File: src/rtl/instr_prefetch_queue.sv
// rtl/instr_prefetch_queue.sv - sequential instruction prefetch FIFO between a multi-cycle imem and the core
// Optional zero-latency bypass of an empty queue: `define PFQ_BYPASS_EN
module instr_prefetch_queue #(
  parameter int DEPTH   = 4,
  parameter int ADDR_W  = 64,
  parameter int INSTR_W = 32
) (
  input  logic                   CLK,
  input  logic                   resetl,
  input  logic [ADDR_W-1:0]      startpc,
  input  logic                   redirect,
  input  logic [ADDR_W-1:0]      redirect_pc,
  output logic                   mem_req,
  output logic [ADDR_W-1:0]      mem_addr,
  input  logic                   mem_ack,
  input  logic [INSTR_W-1:0]     mem_data,
  output logic                   inst_valid,
  input  logic                   inst_ready,
  output logic [INSTR_W-1:0]     inst_data,
  output logic [ADDR_W-1:0]      inst_pc,
  output logic [$clog2(DEPTH):0] count
);
  localparam int PW = $clog2(DEPTH);
  localparam int CW = PW + 1;

  logic [ADDR_W-1:0]  pc_mem_q   [DEPTH];
  logic [INSTR_W-1:0] data_mem_q [DEPTH];
  logic [PW-1:0]      rd_ptr_q, rd_ptr_d, wr_ptr_q, wr_ptr_d;
  logic [CW-1:0]      count_q, count_d;
  logic               mem_req_q, mem_req_d, discard_q, discard_d;
  logic [ADDR_W-1:0]  mem_addr_q, mem_addr_d, fpc_q, fpc_d, base_pc;
  logic               ack_v, fifo_nonempty, bypass, push, pop;
  logic [CW:0]        occ;

  // An ack without an outstanding request is a protocol error and is dropped here.
  assign ack_v         = mem_ack & mem_req_q;
  assign fifo_nonempty = (count_q != '0);

`ifdef PFQ_BYPASS_EN
  assign bypass     = ~fifo_nonempty & ack_v & ~discard_q & ~redirect;
  assign inst_valid = fifo_nonempty | bypass;
  assign inst_data  = fifo_nonempty ? data_mem_q[rd_ptr_q] : mem_data;
  assign inst_pc    = fifo_nonempty ? pc_mem_q[rd_ptr_q] : mem_addr_q;
`else
  assign bypass     = 1'b0;
  assign inst_valid = fifo_nonempty;
  assign inst_data  = data_mem_q[rd_ptr_q];
  assign inst_pc    = pc_mem_q[rd_ptr_q];
`endif

  // A bypassed entry taken by the core this cycle never touches the FIFO.
  assign push = ack_v & ~discard_q & ~redirect & ~(bypass & inst_ready);
  assign pop  = inst_valid & inst_ready & ~redirect & ~bypass;

  always_comb begin
    rd_ptr_d   = rd_ptr_q;
    wr_ptr_d   = wr_ptr_q;
    mem_req_d  = mem_req_q;
    mem_addr_d = mem_addr_q;
    discard_d  = discard_q;
    base_pc    = redirect ? redirect_pc : fpc_q;
    fpc_d      = base_pc;
    occ        = {1'b0, count_q} + (CW+1)'(push) - (CW+1)'(pop);
    if (push) wr_ptr_d = wr_ptr_q + PW'(1);
    if (pop)  rd_ptr_d = rd_ptr_q + PW'(1);
    if (redirect) begin
      rd_ptr_d = '0;
      wr_ptr_d = '0;
      occ      = '0;
    end
    count_d = occ[CW-1:0];

    if ((!mem_req_q || ack_v) && (occ < (CW+1)'(DEPTH))) begin
      mem_req_d  = 1'b1;
      mem_addr_d = base_pc;
      fpc_d      = base_pc + ADDR_W'(4);
    end else if (ack_v) begin
      mem_req_d = 1'b0;
    end

    // The in-flight request keeps its old address; only its response is thrown away.
    if (ack_v)                      discard_d = 1'b0;
    else if (redirect && mem_req_q) discard_d = 1'b1;
  end

  always_ff @(posedge CLK) begin
    if (resetl) begin
      rd_ptr_q   <= '0;
      wr_ptr_q   <= '0;
      count_q    <= '0;
      mem_req_q  <= 1'b0;
      mem_addr_q <= '0;
      fpc_q      <= startpc;
      discard_q  <= 1'b0;
    end else begin
      rd_ptr_q   <= rd_ptr_d;
      wr_ptr_q   <= wr_ptr_d;
      count_q    <= count_d;
      mem_req_q  <= mem_req_d;
      mem_addr_q <= mem_addr_d;
      fpc_q      <= fpc_d;
      discard_q  <= discard_d;
    end
  end

  always_ff @(posedge CLK) begin
    if (!resetl && push) begin
      pc_mem_q[wr_ptr_q]   <= mem_addr_q;
      data_mem_q[wr_ptr_q] <= mem_data;
    end
  end

  assign mem_req  = mem_req_q;
  assign mem_addr = mem_addr_q;
  assign count    = count_q;
endmodule

File: config.mk
export PLATFORM = sky130hd
export DESIGN_NAME = instr_prefetch_queue
export DESIGN_NICKNAME = d
export VERILOG_FILES = /design/src/rtl/instr_prefetch_queue.sv
export SDC_FILE = /design/constraint.sdc
export NUM_CORES = 1
export LEC_CHECK = 0
export CAP_MARGIN = 30
export CORE_AREA = 2 2 296 298
export CTS_BUF_LIST = sky130_fd_sc_hd__clkbuf_4
export DETAILED_ROUTE_END_ITERATION = 7
export DIE_AREA = 0 0 298 300
export GPL_TIMING_DRIVEN = 0
export HOLD_SLACK_MARGIN = 0.06
export PLACE_DENSITY = 0.39
export SYNTH_ARGS = -nofsm -noshare
export SYNTH_HDL_FRONTEND = slang
export SYNTH_SLANG_ARGS = --single-unit
File: constraint.sdc
create_clock -name CLK -period 7.65 [get_ports CLK]
set_input_delay 0.765 -clock CLK [delete_from_list [all_inputs] [get_ports CLK]]
set_output_delay 0.765 -clock CLK [all_outputs]
set_load 0.02 [all_outputs]
; Word level (Yosys, flattened, before mapping)
; Memory sizes are Yosys's and may differ from the RTL's. A register that Yosys moved wholly into a read port is not among the register bits.
; Index checks and enable logic that the tools add are counted.
[classes]
eq_ne = 0
shifts = 0
div = 0
n_mul = 0
reduce_logical = 10
order_cmp = 1
mux = 12
add_sub_neg = 5
bitwise = 7
[op_table]
columns = operator, n
row1 = $mux W64, 3
row2 = $add A64 B3 Y64 const B, 1
row3 = $mux W2, 4
row4 = $and A1 B1 Y1, 5
row5 = $add A2 B1 Y2 const B, 2
row6 = $add A3 B1 Y4, 1
row7 = $lt A4 B3 Y1 const B, 1
row8 = $mux W1, 4
row9 = $mux W4, 1
row10 = $reduce_or A2 Y1, 2
row11 = $sub A4 B1 Y4, 1
row12 = $logic_and A1 B1 Y1, 3
row13 = $reduce_bool A3 Y1, 1
row14 = $logic_not A1 Y1, 2
row15 = $not A1 Y1, 2
row16 = $reduce_bool A2 Y1, 1
row17 = $logic_or A1 B1 Y1, 1
[word_totals]
ram_bits = 384
latchBits = 0
memories = 2
rom_bits = 0
output_inout_bits = 165
register_bits = 137
[memory_table]
columns = memory, depth, word_bits, rd, rd_ports_with_merged_regs, write_ports, line
row1 = pc_mem_q, 4, 64, 1, 1, 1, 26  ; logic [ADDR_W-1:0] pc_mem_q [DEPTH];
row2 = data_mem_q, 4, 32, 1, 1, 1, 27  ; logic [INSTR_W-1:0] data_mem_q [DEPTH];

; Longest topological paths before layout
[logic_depth]
depth_word = 10
depth_mapped = 22
depth_no_buf = 14

; Worst setup path after synthesis
; No wires, ideal clock.
[synth_path]
path_kind = in2reg
start = in redirect
end = reg fpc_q[54]
t_required_ns = 7.563
setup_ns = 0.087
arrival_time_ns = 5.071
cell_stages = 20
setup_slack_ns = 2.492
path_cell_list = buf_6 > buf_6 > buf_4 > buf_6 > buf_2 > buf_2 > buf_2 > nor3_1 > inv_1 > ha_1 > inv_1 > ha_1 > inv_1 > fa_1 > a221oi_1 > o211ai_1 > or4_4 > buf_6 > o31a_1 > o31ai_1
[synth_via]
elab_chain_cells = 9
elab_cells_between_ends = 12
classes_between = add/sub (3) / order compare (1) / mux (4) / bitwise (3) / reduce/logical (1)
[synth_lines]
columns = element, line
row1 = start: declaration, 11  ; input logic redirect,
row2 = $not A1 Y1, "52, 53"
row3 = $and A1 B1 Y1, 52  ; assign push = ack_v & ~discard_q & ~redirect & ~(bypass & inst_ready);
row4 = $add A3 B1 Y4, 63  ; occ = {1'b0, count_q} + (CW+1)'(push) - (CW+1)'(pop);
row5 = $sub A4 B1 Y4, 63
row6 = $mux W4, 66  ; if (redirect) begin
row7 = $lt A4 B3 Y1, 73  ; if ((!mem_req_q || ack_v) && (occ < (CW+1)'(DEPTH))) begin
row8 = $logic_and A1 B1 Y1, 73
row9 = $mux W64 *, 73
row10 = $mux W64 *, 87  ; if (resetl) begin
row11 = end signal: assignment, 93  ; fpc_q <= startpc;
row12 = end signal: assignment, 101  ; fpc_q <= fpc_d;
row13 = end: declaration, 31  ; logic [ADDR_W-1:0] mem_addr_q, mem_addr_d, fpc_q, fpc_d, base_pc;
; Every way passes the cells marked *; elsewhere a longest branch is shown, timed or not.
; A chain may end at the register's enable or synchronous reset.

; Worst setup path in the final report
[layout_path]
start = in redirect
end = reg mem_addr_q[61] (netlist: mem_addr[61])
[layout_via]
elab_cells_between_ends = 9
classes_between = add/sub (2) / order compare (1) / mux (2) / bitwise (3) / reduce/logical (1)
[layout_lines]
columns = element, line
row1 = $not A1 Y1, 53  ; assign pop = inst_valid & inst_ready & ~redirect & ~bypass;
row2 = $and A1 B1 Y1, 53
row3 = via pop, 32  ; logic ack_v, fifo_nonempty, bypass, push, pop;
row4 = $sub A4 B1 Y4, 63
row5 = $mux W4, 66
row6 = $lt A4 B3 Y1, 73
row7 = $logic_and A1 B1 Y1, 73
row8 = end signal: assignment, 100  ; mem_addr_q <= mem_addr_d;
row9 = end: declaration, 31
; The timed path passes the listed nets, and every way through them passes these cells.

==> impl_metrics.yaml <==
run_status:
  outcome: "finished clean"
synthesis:
  synth_ff_type: "edfxtp_1"
  synthArstFlopShare_pct: 0
  synth_area_mm2: 0.0214
  ys_ff_latch: 523
  yosysUniqueCellTypes: 63
  yosys_warnings: 0
  syn_area_per_cell_um2: 15.2
  synthCells: 1405
  synth_edf_count: 384
  synth_nets: 1580
  yosysSeqAreaShare_pct: 67.0
critical_path:
  slowest_stage: "clkbuf_1"
  max_stage_delay_ns: 0.72
  worst_ep_required_time_ns: 8.57
  start_kind: "primary input"
  crit_path_max_fanout: 10
  path_common_cell: "buf_2"
  crit_type: "in2reg"
  arrival_ns: 8.04
  cp-end-kind: "flop"
  path_cells: "clkdlybuf4s50_1 > buf_6 > buf_6 > buf_4 > buf_6 > buf_2 > buf_2 > buf_2 > buf_2 > nor2_1 > ha_1 > inv_1 > ha_1 > inv_1 > fa_1 > nor2_1 > a221oi_1 > o211ai_1 > clkbuf_1 > clkbuf_1 > clkbuf_1 > nor2_1 > nor3_1"
sta:
  max_freq_ghz: 0.140
  drv_slew: 0
  tightest_slew_ns: 1.08
  setup_viol: 0
  setup-tns-final_ns: 0
  final.setup_skew_ns: 0.0554
  hold_viol: 0
  worst_hold_slack_ns: 0.228
  max_slew_margin_pct: 28.1
  grt_setup_unrepaired: "false"
  fin_crit_sh_pct: 93.1
  period_minus_slack_ns: 7.12
placement:
  placedCellCount: 2908
  port_buffers: 328
  place.gp.congestion: 0.833
  place_hpwl_um: 57000
route:
  drt-vias-per-instance: 4.68
  drt-initial-drc-count: 902
  detail_route.first_pass.iterations: 5
  vias: 14912
  drc: 0
  wl_per_cell_um: 24.8
  antenna_left: 0
  drt_wl_total_um: 79000
grt:
  track_usage_pct: 17.5
  grt_pass1_vias: 15640
  antenna_found_initial: 30
  grt_start_max_net_pins: 48
  grt_pass1_wl_um: 112000
  grt-ovfl-total: 0
pwr:
  cellPowerDensity_mw_per_mm2: 233
  p_leak_nw: 9.59
  seqPwrFrac_pct: 48.8
  ir_drop_mv: 0.115
  power.internal_mw: 4.93
  combPwrFrac_pct: 9.4
  swShare_pct: 25.8
  p_switching_mw: 1.71
  clock_power_share_pct: 41.8
clocking:
  cts_tree: "done"
  clkSlewWorstSetupHoldPaths_ns: 0.06
  cts_resized: 0
  hold_buffers: 0
  clock_latency_ns: 1.03
  root_buffer: "clkbuf_4"
  clockBufferDepth: 3
  numCtsBuffers: 157
  postCtsSetupBuffers: 0
  cts.sinks: 523
  h-tree-depth: 4
floorplanning:
  io-pin-count: 330
  rows: 108
  die_w_um: 298
  coreArea_mm2: 0.0862
  start_util_pct: 24.8
  fp.dieH_um: 300
  die-area_mm2: 0.0894
layout:
  syn2layout_area_growth_pct: 33.7
  drive_gt1_share_pct: 20.5
  final_cells: 3189
  finalNetCount: 2088
  final_util_pct: 33.1
run:
  cap_violations: 0
min_path:
  hold_class: "in2reg"
-- worst paths after layout --
check | start | to | slack, ns | cells past startpoint
max reg2reg | mem_req$_SDFFE_PP0P_ | mem_addr[61]$_SDFFE_PP0P_ | 2.47 | 16
min reg2reg | wr_ptr_q[1]$_SDFFE_PP0P_ | wr_ptr_q[1]$_SDFFE_PP0P_ | 0.51 | 2
min | resetl | fpc_q[5]$_DFF_P_ | 0.23 | 2
max | redirect | mem_addr[61]$_SDFFE_PP0P_ | 0.53 | 23
-- power by group through the flow --
| stage | Sequential, mW | Combinational (mW) | Clock [mW] |
|---|---|---|---|
| after detailed placement | 3.31 | 0.626 | 0 |
| after global routing | 3.26 | 0.667 | 3.05 |
| after global placement | 3.30 | 0.621 | 0 |
| final | 3.24 | 0.625 | 2.78 |
| after CTS | 3.25 | 0.630 | 2.91 |
| after floorplan | 3.31 | 0.251 | 0 |
-- metal layers --
metal | routed length, um | part of all wire (%) | global-route usage, % | vias to the layer above
li1 | - | - | - | 6689
met1 | 33700 | 43 | 21.9 | 7495
met2 | 37400 | 47 | 28.1 | 538
met3 | 5850 | 7.4 | 5.97 | 152
met4 | 1850 | 2.3 | 6.33 | 38
met5 | 233 | 0.29 | 0 | -
-- cell usage in the layout, fill, tap and decap left out, types with 10 or more instances in the layout --
cell type	n
edfxtp_1	384
clkdlybuf4s50_1	328
clkbuf_4	237
dfxtp_1	139
nor2_1	97
mux4_2	96
nand2_1	89
a211oi_1	62
mux2i_1	52
nand3_1	49
clkbuf_1	45
o21ai_0	41
clkinv_1	24
nand3b_1	23
nor4_1	23
nor3_1	22
xor2_1	21
buf_1	20
inv_1	19
nand4_1	19
o31ai_1	17
xnor2_1	16
a21oi_1	14
mux2_2	13
buf_2	10
a22oi_1	10
o31a_1	10
buf_8	10
-- cells in the mapped netlist (all sizes together), types with 4 or more instances --
cell	count	share of area [%]
ha	9	0.53
edfxtp	384	54
nand2	89	1.6
mux2	13	0.69
xnor2	16	0.66
a22oi	10	0.35
mux2i	52	2.4
or4	4	0.16
nand2b	4	0.12
nand3	51	1.2
nor3	22	0.52
inv	19	0.33
and2	6	0.18
a32o	6	0.28
o21ai	41	0.96
a222oi	4	0.19
a211oi	62	2.2
nand3b	25	1.0
mux4	96	10
clkbuf	45	0.79
o31a	10	0.41
nor4	23	0.67
buf	37	0.93
xor2	21	0.86
nor3b	5	0.18
nand4	19	0.56
a31oi	4	0.12
o31ai	17	0.60
dfxtp	139	13
a21oi	14	0.33
nand4b	6	0.25
and3	10	0.29
nor2	97	1.7
nor2b	4	0.12
-- registers in the layout (all words and copies together) (netlist names), named ones only --
signal      flops
count           3
data_mem_q    128
discard_q       1
fpc_q          64
mem_addr       64
mem_req         1
pc_mem_q      256
rd_ptr_q        2
wr_ptr_q        2
-- layout make-up --
cell class | instances | area (um2)
buffer | 82 | 368
inverter | 20 | 75.1
sequential | 523 | 14300
fill | 8721 | 57700
clock buffer | 237 | 1780
multi-input combinational | 780 | 6610
antenna | 2 | 5.00
clock inverter | 41 | 274
tap | 1155 | 1450
timing repair buffer | 349 | 3670
-- cells by family (layout without fill, tap and decap cells) --
group / Yosys count / after routing / share of synthesized area, %
muxes: 161 / 161 / 13.3
AOI/OAI and AO/OA: 196 / 196 / 6.55
adders and majority gates: 10 / 10 / 0.621
other: 0 / 2 / 0
xor gates and xnor gates: 37 / 37 / 1.52
buffers and inverters: 102 / 729 / 2.07
DFF: 523 / 523 / 67.0
and+or+nand+nor: 376 / 376 / 8.95
-- worst max-delay path: cells and delay by family --
family          cells  cell delay [ns]
buf+inv            14             5.18
fa+ha+maj           3             0.85
compound gates      2             0.59
simple gates        4             0.58
-- metrics by stage --
| step | area, um2 | worst slack (ns) | power (mW) |
|---|---|---|---|
| final | 28500 | 0.529 | 6.65 |
| after detailed placement | 26500 | -0.467 | 3.93 |
| after CTS | 28500 | 0.674 | 6.78 |
| after global placement | 26100 | -1.71 | 3.92 |
| after floorplan | 21400 | 2.49 | 3.56 |
| after global routing | 28500 | 0.414 | 6.97 |
Note: power is estimated with default switching activity, not from simulation.
